[config.mk]
export PLATFORM = sky130hd
export DESIGN_NAME = mem_arb_ctrl
export DESIGN_NICKNAME = d
export VERILOG_FILES = /design/src/rtl/mem_arb_ctrl.sv
export SDC_FILE = /design/constraint.sdc
export NUM_CORES = 1
export LEC_CHECK = 0
export CORE_UTILIZATION = 52
export DETAILED_ROUTE_END_ITERATION = 12
export PLACE_DENSITY = 0.85
export SYNTH_ARGS = -nofsm -noshare
export SYNTH_HDL_FRONTEND = slang
export SYNTH_SLANG_ARGS = --single-unit
[constraint.sdc]
create_clock -name clk -period 8.1 [get_ports clk]
set_clock_uncertainty 0.1 [all_clocks]
set_input_delay 1.215 -clock clk [delete_from_list [all_inputs] [get_ports clk]]
set_output_delay 1.215 -clock clk [all_outputs]
set_load 0.02 [all_outputs]
[src/rtl/mem_arb_ctrl.sv]
// mem_arb_ctrl: arbitrates an instruction-fetch port (IC) and a data port (DC)
// onto one byte-wide synchronous RAM. Multi-byte accesses are sequenced one
// byte per cycle, little-endian.
//
// Ports:
//   clk, rst            clock / asynchronous active-high reset
//   en                  global enable, 0 stalls issue, accept and read completion
//   iIC_En/iIC_Add      fetch request (level) and base address
//   iIC_Clr             abort an in-flight fetch, masks IC arbitration in IDLE
//   oIC_En/oIC_Dat      fetch done pulse and fetched bytes
//   iDC_En/iDC_Rw       data request (level), 1 = read, 0 = write
//   iDC_Len             0 = 1 byte, 1 = 2 bytes, 2/3 = DC_BYTES
//   iDC_Add/iDC_Dat     data base address and write data
//   oDC_En/oDC_Dat      data done pulse and read data (zero-extended)
//   oRAM_Rw/oRAM_Add    RAM direction (1 = read) and byte address
//   oRAM_Dat/iRAM_Dat   RAM write byte / read byte (valid one cycle after address)
//   oBusy               high whenever a transaction is in progress
module mem_arb_ctrl #(
    parameter int ADDR_W     = 32,
    parameter int RAM_ADDR_W = 17,
    parameter int BYTE_W     = 8,
    parameter int IC_BYTES   = 4,
    parameter int DC_BYTES   = 4
) (
    input  logic                         clk,
    input  logic                         rst,
    input  logic                         en,
    input  logic                         iIC_En,
    input  logic [ADDR_W-1:0]            iIC_Add,
    input  logic                         iIC_Clr,
    output logic                         oIC_En,
    output logic [IC_BYTES*BYTE_W-1:0]   oIC_Dat,
    input  logic                         iDC_En,
    input  logic                         iDC_Rw,
    input  logic [1:0]                   iDC_Len,
    input  logic [ADDR_W-1:0]            iDC_Add,
    input  logic [DC_BYTES*BYTE_W-1:0]   iDC_Dat,
    output logic                         oDC_En,
    output logic [DC_BYTES*BYTE_W-1:0]   oDC_Dat,
    output logic                         oRAM_Rw,
    output logic [RAM_ADDR_W-1:0]        oRAM_Add,
    output logic [BYTE_W-1:0]            oRAM_Dat,
    input  logic [BYTE_W-1:0]            iRAM_Dat,
    output logic                         oBusy
);

    localparam int MAXB  = (IC_BYTES > DC_BYTES) ? IC_BYTES : DC_BYTES;
    localparam int CNT_W = $clog2(MAXB + 1);

    typedef enum logic [1:0] {IDLE, IC_RD, DC_RD, DC_WR} state_t;

    state_t                      r_state, w_next;
    logic [RAM_ADDR_W-1:0]       r_base;
    logic [CNT_W-1:0]            r_len, r_iss, r_ncap, r_pidx;
    logic                        r_pend;     // a read byte was issued last cycle
    logic                        r_lg_dc;    // last grant went to DC
    logic [DC_BYTES*BYTE_W-1:0]  r_wdat;
    logic [MAXB*BYTE_W-1:0]      r_buf, w_buf;

    logic             w_ic_el, w_dc_el, w_grant_ic, w_grant_dc;
    logic             w_issue, w_rd_done, w_wr_done;
    logic [CNT_W-1:0] w_dc_len;
    logic             w_unused;

    // Only the low RAM_ADDR_W address bits reach the RAM.
    assign w_unused = ^{iIC_Add[ADDR_W-1:RAM_ADDR_W], iDC_Add[ADDR_W-1:RAM_ADDR_W]};

    // A port whose done pulse is high this cycle sits out arbitration, so a
    // still-asserted level request is not re-accepted.
    assign w_ic_el    = iIC_En && !oIC_En && !iIC_Clr;
    assign w_dc_el    = iDC_En && !oDC_En;
    assign w_grant_dc = en && w_dc_el && (!w_ic_el || !r_lg_dc);
    assign w_grant_ic = en && w_ic_el && !w_grant_dc;

    always_comb begin
        case (iDC_Len)
            2'd0:    w_dc_len = CNT_W'(1);
            2'd1:    w_dc_len = CNT_W'(2);
            default: w_dc_len = CNT_W'(DC_BYTES);
        endcase
    end

    assign w_issue   = en && (r_state != IDLE) && (r_iss < r_len);
    // Reads finish once every byte is captured, counting one landing this edge.
    assign w_rd_done = en && (((r_state == IC_RD) && !iIC_Clr) || (r_state == DC_RD))
                       && ((r_ncap + CNT_W'(r_pend)) == r_len);
    assign w_wr_done = (r_state == DC_WR) && w_issue && (r_iss == r_len - CNT_W'(1));

    // Merge the byte returning from RAM into the assembly buffer.
    always_comb begin
        w_buf = r_buf;
        if (r_pend)
            w_buf[int'(r_pidx)*BYTE_W +: BYTE_W] = iRAM_Dat;
    end

    // State register
    always_ff @(posedge clk or posedge rst) begin
        if (rst) r_state <= IDLE;
        else     r_state <= w_next;
    end

    // Next-state logic
    always_comb begin
        w_next = r_state;
        case (r_state)
            IDLE:  if (w_grant_dc)      w_next = iDC_Rw ? DC_RD : DC_WR;
                   else if (w_grant_ic) w_next = IC_RD;
            IC_RD: if (iIC_Clr || w_rd_done) w_next = IDLE;
            DC_RD: if (w_rd_done) w_next = IDLE;
            DC_WR: if (w_wr_done) w_next = IDLE;
            default: w_next = IDLE;
        endcase
    end

    // RAM-side outputs; address stays put while stalled since r_iss does not move.
    always_comb begin
        oBusy    = (r_state != IDLE);
        oRAM_Add = r_base + RAM_ADDR_W'(r_iss);
        oRAM_Rw  = !(w_issue && (r_state == DC_WR));
        oRAM_Dat = '0;
        if (w_issue && (r_state == DC_WR))
            oRAM_Dat = BYTE_W'(r_wdat >> (int'(r_iss) * BYTE_W));
    end

    // Datapath: transaction context, capture pipeline, completion outputs.
    always_ff @(posedge clk or posedge rst) begin
        if (rst) begin
            r_base  <= '0;
            r_len   <= '0;
            r_iss   <= '0;
            r_ncap  <= '0;
            r_pidx  <= '0;
            r_pend  <= 1'b0;
            r_lg_dc <= 1'b0;
            r_wdat  <= '0;
            r_buf   <= '0;
            oIC_En  <= 1'b0;
            oDC_En  <= 1'b0;
            oIC_Dat <= '0;
            oDC_Dat <= '0;
        end else begin
            oIC_En <= 1'b0;
            oDC_En <= 1'b0;
            r_buf  <= w_buf;
            r_pend <= w_issue && (r_state != DC_WR);
            r_pidx <= r_iss;
            if (r_pend)  r_ncap <= r_ncap + CNT_W'(1);
            if (w_issue) r_iss  <= r_iss + CNT_W'(1);
            case (r_state)
                IDLE: begin
                    if (w_grant_dc || w_grant_ic) begin
                        r_iss  <= '0;
                        r_ncap <= '0;
                        r_buf  <= '0;
                    end
                    if (w_grant_dc) begin
                        r_base <= iDC_Add[RAM_ADDR_W-1:0];
                        r_len  <= w_dc_len;
                        r_wdat <= iDC_Dat;
                    end else if (w_grant_ic) begin
                        r_base <= iIC_Add[RAM_ADDR_W-1:0];
                        r_len  <= CNT_W'(IC_BYTES);
                    end
                end
                IC_RD: begin
                    if (iIC_Clr) begin
                        r_pend <= 1'b0;      // drop any byte still in flight
                    end else if (w_rd_done) begin
                        oIC_En  <= 1'b1;
                        oIC_Dat <= w_buf[IC_BYTES*BYTE_W-1:0];
                        r_lg_dc <= 1'b0;
                    end
                end
                DC_RD: begin
                    if (w_rd_done) begin
                        oDC_En  <= 1'b1;
                        oDC_Dat <= w_buf[DC_BYTES*BYTE_W-1:0];
                        r_lg_dc <= 1'b1;
                    end
                end
                DC_WR: begin
                    if (w_wr_done) begin
                        oDC_En  <= 1'b1;
                        r_lg_dc <= 1'b1;
                    end
                end
                default: ;
            endcase
        end
    end

endmodule

==> qor.yml <==
p_sw_mw: 1.042
rrSetupSlack_ns: 5.05
holdWs_ns: 0.3974
vias: 5143
antenna_cells: 0
overflow: 0
dp.cells: 900
wl_met2_um: 8503
topRoutingLayerUsed: "met4"
fin_util_pct: 72.01
nFillCells: 896
rows: 43
fin_crit_sh_pct: 59.31
critPathBufInv: 2
path_class: "primary input to output pin"
grt_pass1_vias: 5414
hold_path.class: "register to register"
ys_top_cells_by_area: "dfrtp_1 54%, mux2_2 11%, mux2_4 5.8%, and2_1 3.0%, ha_1 2.7%"
cp.required_ns: 6.78
crit_path_max_fanout: 8
cts_hold_buf: 0
cp.arrival_ns: 3.49
grt_pass1_wl_um: 27700
yosys_register_bits: 163
total_power_mw: 3.370
powerDensity_mw_per_mm2: 334.5
syn_area_per_cell_sq_um: 13.22
setup_viol: 0
critPathSlowestCell: "clkdlybuf4s50_1"
viasPerCell: 5.518
power.internal_mw: 2.328
postCtsResizedCells: 0
switching_share_pct: 30.93
syn2layout_area_growth_pct: 34.34
dr_wl_met3_um: 926
io_pins: 206
first_iter_violations: 345
place_area_sq_mm: 0.009373
wirelength_um: 17030
met1_length_um: 7205
critPathTopFamily: "buffers and inverters"
place_hpwl_um: 11750
dr.pass1.iters: 4
yosysSeqAreaShare_pct: 54.40
status: "complete, no violations"
grt_max_degree: 87
max_stage_delay_ns: 0.62
clk-insertion-delay-late_ns: 0.42
rsz0062_at_grt: "no"
syn-num-nets: 697
port_buffers: 175
max-slew-margin-rel_pct: 21.13
synth_edf_count: 0
coreArea_sq_mm: 0.01399
synthFlopType: "dfrtp_1"
yosys_warnings: 0
ys_types: 50
dp_slack_ns: 3.368
clk_pin_slew_ns: 0.06
cts_setup_buffers: 0
pwr-share-clk_pct: 28.0
worst_setup_path_end_kind: "output pin"
gp_congestion: 0.7966
leakagePower_nw: 4.515
fmax_mhz: 208.1
share_seq_of_total_power_pct: 36.8
setup_slack_ns: 3.296
cts_buffer_depth: 2
layout-drive-gt1-share_pct: 20.35
dieWidth_um: 122.1
nets: 869
final_cells: 932
synthCells: 567
cts_buffers: 17
final_cell_area_sq_mm: 0.01007
async_reset_ff_share_pct: 100.0
ir_drop_v: 0.0002071
synth_area_sq_mm: 0.007498
antenna_found_initial: 0
die_y_um: 122.1
fin_crit_ns: 4.804
clock_sinks: 163
track_usage_pct: 24.66
htreeDepth: 4
drc: 0
cp_cell_sequence: "clkdlybuf4s50_1 > nor2b_1 > nand3_1 > or3_1 > nor2b_1 > clkdlybuf4s50_1"
timing.setup.tns_ns: 0
synthDominantAreaCellType: "dfrtp_1"
cp-start-kind: "primary input"
yosysTopAreaCellShare_pct: 54.40
cap_violations: 0
start_util_pct: 53.60
dieArea_sq_mm: 0.01490
root_buffer: "clkbuf_16"
wl_per_cell_um: 18.27
hold_viol_final: 0
worst_pin_slew_ns: 1.183
tritoncts: "built"
finalMaxSlewViolations: 0
combPwrFrac_pct: 35.2
drt.antenna.violating_nets: 0
[worst reg2reg max path, stage by stage, from the launching register on]
cell and delay [ns]:
dfrtp_1 0.46, ha_1 0.22, ha_1 0.28, xnor2_1 0.18, and4_4 0.27, and3b_2 0.99, mux2_2 0.45
[cells by family after synthesis]
kind of cell               count (synthesis)  share of synthesized area, %
muxes                                    131                         22.01
buffers and inverters                     44                         2.853
DFF                                      163                         54.40
and+or+nand+nor                          129                         9.377
xor gates and xnor gates                  22                         2.953
AOI/OAI and AO/OA                         61                         5.473
adders and majority gates                 17                         2.937
[layout by cell type, fill, tap and decap left out, types with 5 or more instances in the layout]
cell type / synthesis / layout
clkbuf_16: 0 / 17
nand2_1: 40 / 40
clkdlybuf4s50_1: 0 / 175
buf_4: 3 / 5
ha_1: 16 / 16
mux4_2: 8 / 8
nor2_1: 6 / 6
mux2_4: 29 / 29
mux2i_1: 19 / 19
a22o_1: 16 / 16
nand3_1: 12 / 12
nor2b_1: 11 / 11
o21ai_0: 27 / 27
dfrtp_1: 163 / 163
bufinv_16: 0 / 7
and2_1: 36 / 36
mux2_2: 74 / 74
inv_1: 16 / 15
xnor2_1: 17 / 17
[cells in the mapped netlist, drive strengths merged, types with 4 or more instances]
master	count
a21oi	4
o21ai	28
inv	17
clkbuf	13
mux2	104
nor2b	11
nor2	6
mux2i	19
nand2	40
dfrtp	163
mux4	8
a22o	16
ha	16
or3	4
nand3	12
buf	14
nand4	4
and2	36
xnor2	17
[flip-flops by register name, summed over array words and instances (netlist names)]
| signal | count |
|---|---|
| oDC_Dat | 32 |
| oIC_Dat | 32 |
| r_buf | 32 |
| r_wdat | 32 |
| r_base | 17 |
| r_iss | 3 |
| r_len | 3 |
| r_ncap | 3 |
| r_pidx | 3 |
| r_state | 2 |
| oDC_En | 1 |
| oIC_En | 1 |
| r_lg_dc | 1 |
| r_pend | 1 |
[cell type report]
| cell class | instances | area, sq um | share of cell area (%) |
|---|---|---|---|
| clock inverters | 8 | 219.0 | 2.174 |
| well taps | 180 | 225.2 | 2.236 |
| flip-flops and latches | 163 | 4079 | 40.49 |
| inverters | 17 | 68.82 | 0.6831 |
| multi-input cells | 360 | 3211 | 31.87 |
| clock buffers | 24 | 481.7 | 4.782 |
| repair buffers | 180 | 1789 | 17.76 |
[layer usage]
metal	track usage (%)	vias up
met5	0	-
met4	9.146	0
met3	7.022	29
met2	41.35	173
met1	30.24	2607
li1	-	2334
[power by group through the flow]
stage	Clock, mW	Combinational [mW]	Sequential (mW)
floorplan	0	0.737	1.25
global placement	0	1.14	1.23
detailed placement	0	1.18	1.25
CTS	0.959	1.19	1.24
global route	0.998	1.28	1.27
finish	0.945	1.19	1.24
[final timing paths]
path,startpoint,cells after the start,to
worst max-delay path,en,6,oRAM_Dat[7]
worst min-delay path,oIC_Dat[9]$_DFFE_PP0P_,1,oIC_Dat[9]$_DFFE_PP0P_
worst max register to register,r_pend$_DFF_PP0_,6,oDC_Dat[28]$_DFFE_PP0P_
worst min register to register,oIC_Dat[9]$_DFFE_PP0P_,1,oIC_Dat[9]$_DFFE_PP0P_
max in group asynchronous,rst,3,r_buf[12]$_DFF_PP0_
min in group asynchronous,rst,2,r_wdat[8]$_DFFE_PP0P_
Note: power is estimated with default switching activity, not from simulation.
